[src/rtl/debounce_3ch_pkg.sv]
// -----------------------------------------------------------------------------
// debounce_3ch_pkg
// Shared definitions for the three-channel switch debouncer.
//   DB_N_DEFAULT : default debounce counter width. A level must be stable for
//                  2^N clock cycles before it is accepted.
//   db_state_e   : per-channel debounce FSM state encoding.
// -----------------------------------------------------------------------------
package debounce_3ch_pkg;

    localparam int DB_N_DEFAULT = 19;

    typedef enum logic [1:0] {
        ST_ZERO  = 2'b00,  // accepted level 0, input agrees
        ST_WAIT1 = 2'b01,  // accepted level 0, input has gone high, counting
        ST_ONE   = 2'b10,  // accepted level 1, input agrees
        ST_WAIT0 = 2'b11   // accepted level 1, input has gone low, counting
    } db_state_e;

endpackage

[src/rtl/debounce_ch.sv]
// -----------------------------------------------------------------------------
// debounce_ch
// One debounce channel: 2-flop synchronizer, four-state debounce FSM with an
// N-bit down-counter, registered debounced level and registered rising tick.
//
// Ports:
//   clk    : system clock, rising edge
//   reset  : asynchronous active-high reset, clears all state immediately
//   sw_i   : raw asynchronous switch input
//   db_o   : debounced level (registered, no combinational path from sw_i)
//   tick_o : one-cycle pulse in the cycle where db_o first reads 1
//
// Handshake: none. db_o/tick_o are plain registered levels/pulses sampled by
// the consumer on any clock edge; there is no valid/ready backpressure.
// -----------------------------------------------------------------------------
module debounce_ch
    import debounce_3ch_pkg::*;
#(
    parameter int N = DB_N_DEFAULT
) (
    input  logic clk,
    input  logic reset,
    input  logic sw_i,
    output logic db_o,
    output logic tick_o
);

    localparam logic [N-1:0] CNT_MAX = '1;
    localparam logic [N-1:0] CNT_ONE = {{(N-1){1'b0}}, 1'b1};

    logic          s1_q, s1_d;
    logic          s2_q, s2_d;
    db_state_e     state_q, state_d;
    logic [N-1:0]  cnt_q, cnt_d;
    logic          db_q, db_d;
    logic          tick_q, tick_d;

    always_comb begin
        s1_d    = sw_i;
        s2_d    = s1_q;
        state_d = state_q;
        cnt_d   = cnt_q;
        tick_d  = 1'b0;

        case (state_q)
            ST_ZERO: begin
                if (s2_q) begin
                    state_d = ST_WAIT1;
                    cnt_d   = CNT_MAX;
                end
            end
            ST_WAIT1: begin
                if (!s2_q) begin
                    state_d = ST_ZERO;
                end else if (cnt_q != '0) begin
                    cnt_d = cnt_q - CNT_ONE;
                end else begin
                    state_d = ST_ONE;
                    tick_d  = 1'b1;
                end
            end
            ST_ONE: begin
                if (!s2_q) begin
                    state_d = ST_WAIT0;
                    cnt_d   = CNT_MAX;
                end
            end
            ST_WAIT0: begin
                if (s2_q) begin
                    state_d = ST_ONE;
                end else if (cnt_q != '0) begin
                    cnt_d = cnt_q - CNT_ONE;
                end else begin
                    state_d = ST_ZERO;
                end
            end
            default: begin
                // Unreachable encoding: recover to the idle-low state.
                state_d = ST_ZERO;
            end
        endcase

        // db is registered from the next state so it lines up with the state
        // register: high exactly while the FSM sits in ONE or WAIT0.
        db_d = (state_d == ST_ONE) || (state_d == ST_WAIT0);
    end

    always_ff @(posedge clk or posedge reset) begin
        if (reset) begin
            s1_q    <= 1'b0;
            s2_q    <= 1'b0;
            state_q <= ST_ZERO;
            cnt_q   <= '0;
            db_q    <= 1'b0;
            tick_q  <= 1'b0;
        end else begin
            s1_q    <= s1_d;
            s2_q    <= s2_d;
            state_q <= state_d;
            cnt_q   <= cnt_d;
            db_q    <= db_d;
            tick_q  <= tick_d;
        end
    end

    assign db_o   = db_q;
    assign tick_o = tick_q;

endmodule

[src/rtl/debounce_3ch.sv]
// -----------------------------------------------------------------------------
// debounce_3ch
// Three independent switch debouncers. db[0..2] feed the a/b/c inputs of the
// downstream 3-input AND stage.
//
// Ports:
//   clk        : system clock, rising edge
//   reset      : asynchronous active-high reset
//   sw[2:0]    : raw asynchronous switch inputs, one bit per channel
//   db[2:0]    : debounced registered levels
//   tick[2:0]  : one-cycle registered pulse per channel on a 0->1 of db
// -----------------------------------------------------------------------------
module debounce_3ch
    import debounce_3ch_pkg::*;
#(
    parameter int N = DB_N_DEFAULT
) (
    input  logic       clk,
    input  logic       reset,
    input  logic [2:0] sw,
    output logic [2:0] db,
    output logic [2:0] tick
);

    for (genvar i = 0; i < 3; i++) begin : g_ch
        debounce_ch #(
            .N (N)
        ) u_ch (
            .clk    (clk),
            .reset  (reset),
            .sw_i   (sw[i]),
            .db_o   (db[i]),
            .tick_o (tick[i])
        );
    end

endmodule

[config.mk]
export PLATFORM = sky130hd
export DESIGN_NAME = debounce_3ch
export DESIGN_NICKNAME = d
export VERILOG_FILES = /design/src/rtl/debounce_3ch_pkg.sv /design/src/rtl/debounce_ch.sv /design/src/rtl/debounce_3ch.sv
export SDC_FILE = /design/constraint.sdc
export NUM_CORES = 1
export LEC_CHECK = 0
export BUFFER_PORTS_ARGS = -buffer_cell sky130_fd_sc_hd__buf_4
export CAP_MARGIN = 20
export CELL_PAD_IN_SITES_DETAIL_PLACEMENT = 1
export CELL_PAD_IN_SITES_GLOBAL_PLACEMENT = 1
export CORE_MARGIN = 5
export CORE_UTILIZATION = 50
export CTS_BUF_LIST = sky130_fd_sc_hd__clkbuf_8
export CTS_CLUSTER_SIZE = 28
export DETAILED_ROUTE_END_ITERATION = 10
export GPL_ROUTABILITY_DRIVEN = 0
export PLACE_DENSITY_LB_ADDON = 0.1
export SYNTH_ARGS = -nofsm -noshare
export SYNTH_HDL_FRONTEND = slang
export SYNTH_SLANG_ARGS = --single-unit
[constraint.sdc]
create_clock -name clk -period 3.98 [get_ports clk]
set_input_delay 0.796 -clock clk [delete_from_list [all_inputs] [get_ports clk]]
set_output_delay 0.796 -clock clk [all_outputs]
set_load 0.02 [all_outputs]
### Word-level counts from Yosys, hierarchy flattened

Cells that the tools add are included.

* register bits after elaboration: 75
* latch bits: 0
* bits in writable memories: 0
* bits in read-only memories: 0
* output and inout port bits: 6
* logic and storage cells: 108
* memories kept: 0

* add/sub/neg operators: 3
* multipliers: 0
* div/mod/pow operators: 0
* $lt $le $gt $ge: 0
* equal/unequal tests: 27
* shift operators: 0
* muxes and demuxes: 48
* bitwise gates (word level): 0
* reduce and logical (&&, ||, !) cells: 12

Operators by type and width (number)
* $mux 19: 15
* $pmux 19 s4: 3
* $reduce_bool 19->1: 3
* $sub 19x1->19 const B: 3
* $mux 2: 18
* $eq 2x2->1 const B: 12
* $pmux 2 s4: 3
* $ne 2x1->1 const B: 6
* $ne 2x2->1 const B: 6
* $reduce_and 4->1: 3
* $mux 1: 9
* $eq 2x1->1 const B: 3
* $logic_not 2->1: 3
* $logic_or 1x1->1: 3

### Logic depth before layout (Yosys ltp)

* depth after elaboration: 6
* mapped depth: 8
* depth with buffers taken out: 8

### Cells and area by module

From an unflattened synthesis, not the netlist that was laid out.

* cells, all modules: 422
* area, all modules: 4287.9 µm²

By module, submodules not included
* debounce_ch (g_ch[0].u_ch ...): instances 2, cells an instance 144, area each 1463.9 µm², sequential area each 625.6 µm²
* debounce_ch (g_ch[2].u_ch): instances 1, cells an instance 134, area each 1360.1 µm², sequential area each 625.6 µm²

### Worst setup path before layout

OpenSTA, ideal clock, no wires.

* path type: register to register
* start point: register g_ch[0].u_ch.cnt_q[0]
* end point: register g_ch[0].u_ch.cnt_q[7]
* data arrival time: 2.196 ns
* required time: 3.855 ns
* path slack: 1.659 ns
* stages on the path, launching flop included: 9
* period minus slack after synthesis: 2.321 ns
* path through: dfrtp_1 -> inv_1 -> ha_1 -> or4b_1 -> nor3_2 -> a21oi_1 -> clkbuf_1 -> nand3_1 -> mux2_2

* longest elaborated chain between the ends: 4
* elaborated cells on any way between the ends: 6
* classes of those cells: add/sub: 1; mux: 4; reduce/logical: 1

Ends and longest elaborated chain
* start: declaration: line debounce_ch.sv:34 `logic [N-1:0] cnt_q, cnt_d;`
* start signal: assignment: line debounce_ch.sv:100 `cnt_q <= cnt_d;`
* $sub 19x1->19 / $reduce_bool 19->1 (equally long branches)
* $mux 19 *: line debounce_ch.sv:55, debounce_ch.sv:71
* $mux 19 (on tied branches): line debounce_ch.sv:69, debounce_ch.sv:53
* $pmux 19 s4 *: line debounce_ch.sv:45 `case (state_q)`

Every way passes the cells marked *; elsewhere a longest branch is shown, timed or not. The select of a mux whose other input is x is not followed.
A chain may end at the register's enable or synchronous reset.

### Final worst setup path

* start point: register g_ch[1].u_ch.cnt_q[14]
* end point: register g_ch[1].u_ch.cnt_q[16]

* longest elaborated chain between the ends: 4
* elaborated cells on any way between the ends: 6
* classes of those cells: add/sub: 1; mux: 4; reduce/logical: 1

Ends and longest elaborated chain (line)
* start: declaration: debounce_ch.sv:34
* start signal: assignment: debounce_ch.sv:100
* $sub 19x1->19 / $reduce_bool 19->1 (equally long branches)
* $mux 19 *: debounce_ch.sv:55, debounce_ch.sv:71
* $mux 19 (on tied branches): debounce_ch.sv:69, debounce_ch.sv:53
* $pmux 19 s4 *: debounce_ch.sv:45

Marked as above.

==> reports/results.txt <==
Ratio of final minimum period to clock period - 0.6772
Setup TNS Final - 0 ns
DR pass1 iterations - 6
CTS clock-pin slew for the worst setup and hold paths - 0.07 ns
Diodes inserted - 0
Number of global-route vias before repair - 3295
Number of flops mapped to enable cells by yosys - 0
Starting density of the core - 0.5107
Maximum clock rate - 0.3710 GHz
Most numerous cell types in the synthesized netlist - sky130_fd_sc_hd__dfrtp_1, sky130_fd_sc_hd__nor2_1, sky130_fd_sc_hd__nand2_1, sky130_fd_sc_hd__a21oi_1, sky130_fd_sc_hd__nor3_1
Area delta synth->final - 8.244%
Critical Path Start Type - flip-flop
First-iteration detailed-routing DRC count - 80
Type of element capturing the critical path - flip-flop
Synthesis warning total - 0
DIE AREA - 0.009769 mm²
Worst-Margin Slew - 1.033 ns
Capture instance of the worst register-to-register path - g_ch[1].u_ch.cnt_q[16]
FF-to-FF path depth - 5
Post-DP Area - 0.004093 mm²
Number of placed cells counting well taps - 507
Number of post-CTS setup repair buffers - 0
Highest-delay cell along the critical path - sky130_fd_sc_hd__nor4b_2
Leading post-synthesis cells by cell area - sky130_fd_sc_hd__dfrtp_1, sky130_fd_sc_hd__nor2_1, sky130_fd_sc_hd__nand2_1
Leak - 0.001494 µW
Boundary pin count - 11
Slew margin rel. - 0.3093
Detailed Route WL - 8.862 mm
Number of CTS-inserted buffers - 9
Top flip-flop cell by instance count after synthesis - sky130_fd_sc_hd__dfrtp_1
Max-cap violations - 0
Distinct cell type count after synthesis - 62
Number of pins with negative max-slew slack in the final report - 0
Cell Area, Synth - 0.003946 mm²
Yosys top cell by area - sky130_fd_sc_hd__dfrtp_1
Endpoint arrival time on the critical path - 2.95 ns
Final setup violation count - 0
Status - complete, no violations
Setup repair after global routing missed its margin - no
Overall global routing resource usage - 0.1970
Number of instances in the synthesized netlist - 410
Required time of the critical path - 4.23 ns
Hold depth - 0
Post-detailed-route count of antenna-violating nets - 0
Pre-CTS setup slack - 1.335 ns
Total half-perimeter wirelength after legalization and detailed placement - 6.184 mm
Classification of the worst-slack hold path - flip-flop to flip-flop
Hold Buf Count CTS - 0
Later-pin clock latency in the skew report - 0.34 ns
Worst min-delay path endpoint - g_ch[2].u_ch.s2_q
Category of cells accounting for the largest share of critical-path delay - simple AND/OR/NAND/NOR gates
Fraction of final layout cells sized beyond drive strength 1 - 0.1425
First-pass GRT wire length - 15.76 mm
Total via count after detailed routing - 3182
VDD IR max - 225.8 µV
Portion of synthesized cell area occupied by the leading cell type - 0.4756
Input/output buffers - 10
Areal power density over the cells - 367.1 mW/mm²
Clock Tree Buf Depth - 2
Smallest setup slack after layout - 1.285 ns
Min Tclk post-route - 2.695 ns
CTS tree - built
Met1 global-route usage - 0.2498
Pin count of the biggest net entering global routing - 76
Overflow after GRT - 0
Cell with the most instances after synthesis - sky130_fd_sc_hd__dfrtp_1
Kind of critical path - flip-flop to flip-flop
Maximum fanout along the worst path - 13
Mean routed wirelength per cell - 16.94 µm
Setup clock skew after layout - 0.007011 ns
Avg Synthesized Cell Area - 9.625 µm²
Std cell rows - 32
Sequential cell area - 0.001877 mm²
Combined area of the multi-input logic cells - 0.001919 mm²
Number of gates resized after CTS - 0
H-Tree Level Count - 3
Clock Sink Count - 75
Synthesized netlist net count - 418
Global routing's busiest layer - met2
Horizontal die dimension - 98.84 µm
Nets - 424
Series of cell instances along the critical path - or3_1 > nor4b_2 > a21oi_1 > and4_1 > nor3_1
Count of state elements after synthesis - 75
Vertical extent of the die - 98.84 µm
Placeable core region - 0.007727 mm²
DRC violations left - 0
Initial antenna violation count - 0
Final std cells w/o fill - 523
Proportion of synthesized chip area in sequential cells - 0.4756
Per-cell via count in the routed design - 6.084
Launch instance of the worst register-to-register path - g_ch[1].u_ch.cnt_q[14]
Finished Cell Area - 0.004272 mm²
Clk Tree Root Cell - sky130_fd_sc_hd__clkbuf_8
Count of fill cells added during filler insertion - 885
Buf+Inv Stages, Crit Path - 0
Met3 track demand over resource in global routing - 0.04034
Setup slack, reg-to-reg - 1.28 ns
Met2 Use GR - 0.3285
Post-synth ARST share - 1.000
Beginning of the worst hold path - g_ch[2].u_ch.s1_q
Critical Path Max Stage Delay - 0.87 ns
Final Hold Violating Endpoints - 0
## worst max-delay path by stage
stage / from / to / slack, ns / depth (start not counted)
after floorplan: reset / g_ch[0].u_ch.cnt_q[0] / 1.27 / 1
after global placement: g_ch[0].u_ch.cnt_q[0] / g_ch[0].u_ch.cnt_q[7] / 1.48 / 7
after detailed placement: g_ch[1].u_ch.cnt_q[14] / g_ch[1].u_ch.cnt_q[16] / 1.33 / 5
after CTS: g_ch[0].u_ch.cnt_q[0] / g_ch[0].u_ch.cnt_q[4] / 1.33 / 7
after global routing: g_ch[1].u_ch.cnt_q[14] / g_ch[1].u_ch.cnt_q[16] / 1.01 / 5
final: g_ch[1].u_ch.cnt_q[14] / g_ch[1].u_ch.cnt_q[16] / 1.28 / 5
## registers in the layout, indices dropped and copies added, names as in the netlist
signal,cells
g_ch.u_ch.cnt_q,57
g_ch.u_ch.db_o,3
g_ch.u_ch.s1_q,3
g_ch.u_ch.s2_q,3
g_ch.u_ch.state_q,6
g_ch.u_ch.tick_o,3
## final cells by class
class | instances | share of cell area
repair buffers | 16 | 0.02812
clock buffers | 11 | 0.03544
clock inverters | 5 | 0.006444
inverters | 13 | 0.01142
multi-input cells | 301 | 0.4493
well taps | 102 | 0.02988
flip-flops and latches | 75 | 0.4394
## routing by layer
| layer | share of wire | wire length (µm) |
|---|---|---|
| met1 | 0.47 | 4121 |
| met2 | 0.49 | 4385 |
| met3 | 0.021 | 188 |
| met4 | 0.019 | 167 |
| met5 | 0 | 0 |
## cells in the final DEF, fill, tap and decap left out, types with 3 or more instances in the layout
master,count
sky130_fd_sc_hd__dfrtp_1,75
sky130_fd_sc_hd__nor2_1,38
sky130_fd_sc_hd__nand2_1,35
sky130_fd_sc_hd__a21oi_1,25
sky130_fd_sc_hd__nor3_1,17
sky130_fd_sc_hd__buf_4,16
sky130_fd_sc_hd__nand4_1,14
sky130_fd_sc_hd__xnor2_1,14
sky130_fd_sc_hd__inv_1,11
sky130_fd_sc_hd__clkbuf_8,11
sky130_fd_sc_hd__nor3b_1,10
sky130_fd_sc_hd__or3_1,10
sky130_fd_sc_hd__o21ai_0,9
sky130_fd_sc_hd__nand3_1,9
sky130_fd_sc_hd__nor4_1,8
sky130_fd_sc_hd__or4_1,7
sky130_fd_sc_hd__a31oi_1,7
sky130_fd_sc_hd__and3_1,7
sky130_fd_sc_hd__nand2b_1,7
sky130_fd_sc_hd__xor2_1,6
sky130_fd_sc_hd__a2111oi_0,6
sky130_fd_sc_hd__or2_2,5
sky130_fd_sc_hd__mux2_2,5
sky130_fd_sc_hd__o22ai_1,4
sky130_fd_sc_hd__clkinv_2,4
sky130_fd_sc_hd__nor4_2,3
sky130_fd_sc_hd__nand3b_1,3
sky130_fd_sc_hd__mux2i_1,3
sky130_fd_sc_hd__a311oi_1,3
sky130_fd_sc_hd__o41ai_1,3
sky130_fd_sc_hd__o221a_2,3
sky130_fd_sc_hd__ha_1,3
## per-stage QoR
step	utilization	hold slack, ns	power (µW)
floorplan	-	0.3312	997.0
global placement	0.5296	0.3353	1041
detailed placement	0.5296	0.3450	1055
CTS	0.5528	0.3622	1595
global route	0.5528	0.3673	1662
finish	0.5528	0.3581	1568
## power by group
| group | total [µW] | internal (µW) | leakage (µW) | switching, µW |
|---|---|---|---|---|
| clock | 531 | 256 | 0.0000949 | 275 |
| combinational | 146 | 62.8 | 0.000640 | 83.0 |
| sequential | 892 | 814 | 0.000759 | 77.4 |
## kinds of logic (layout without fill, tap and decap cells)
kind of cell,after synthesis,in the layout,share of synthesized area
AO/OA/AOI/OAI,79,79,0.1351
XOR/XNOR,20,20,0.04439
adder cells (fa/ha/maj),3,3,0.009513
buffers and inverters,34,45,0.03963
flip-flops,75,75,0.4756
multiplexers,10,10,0.02758
AND/OR/NAND/NOR,189,189,0.2682
Power figures use the tool's default switching activity.
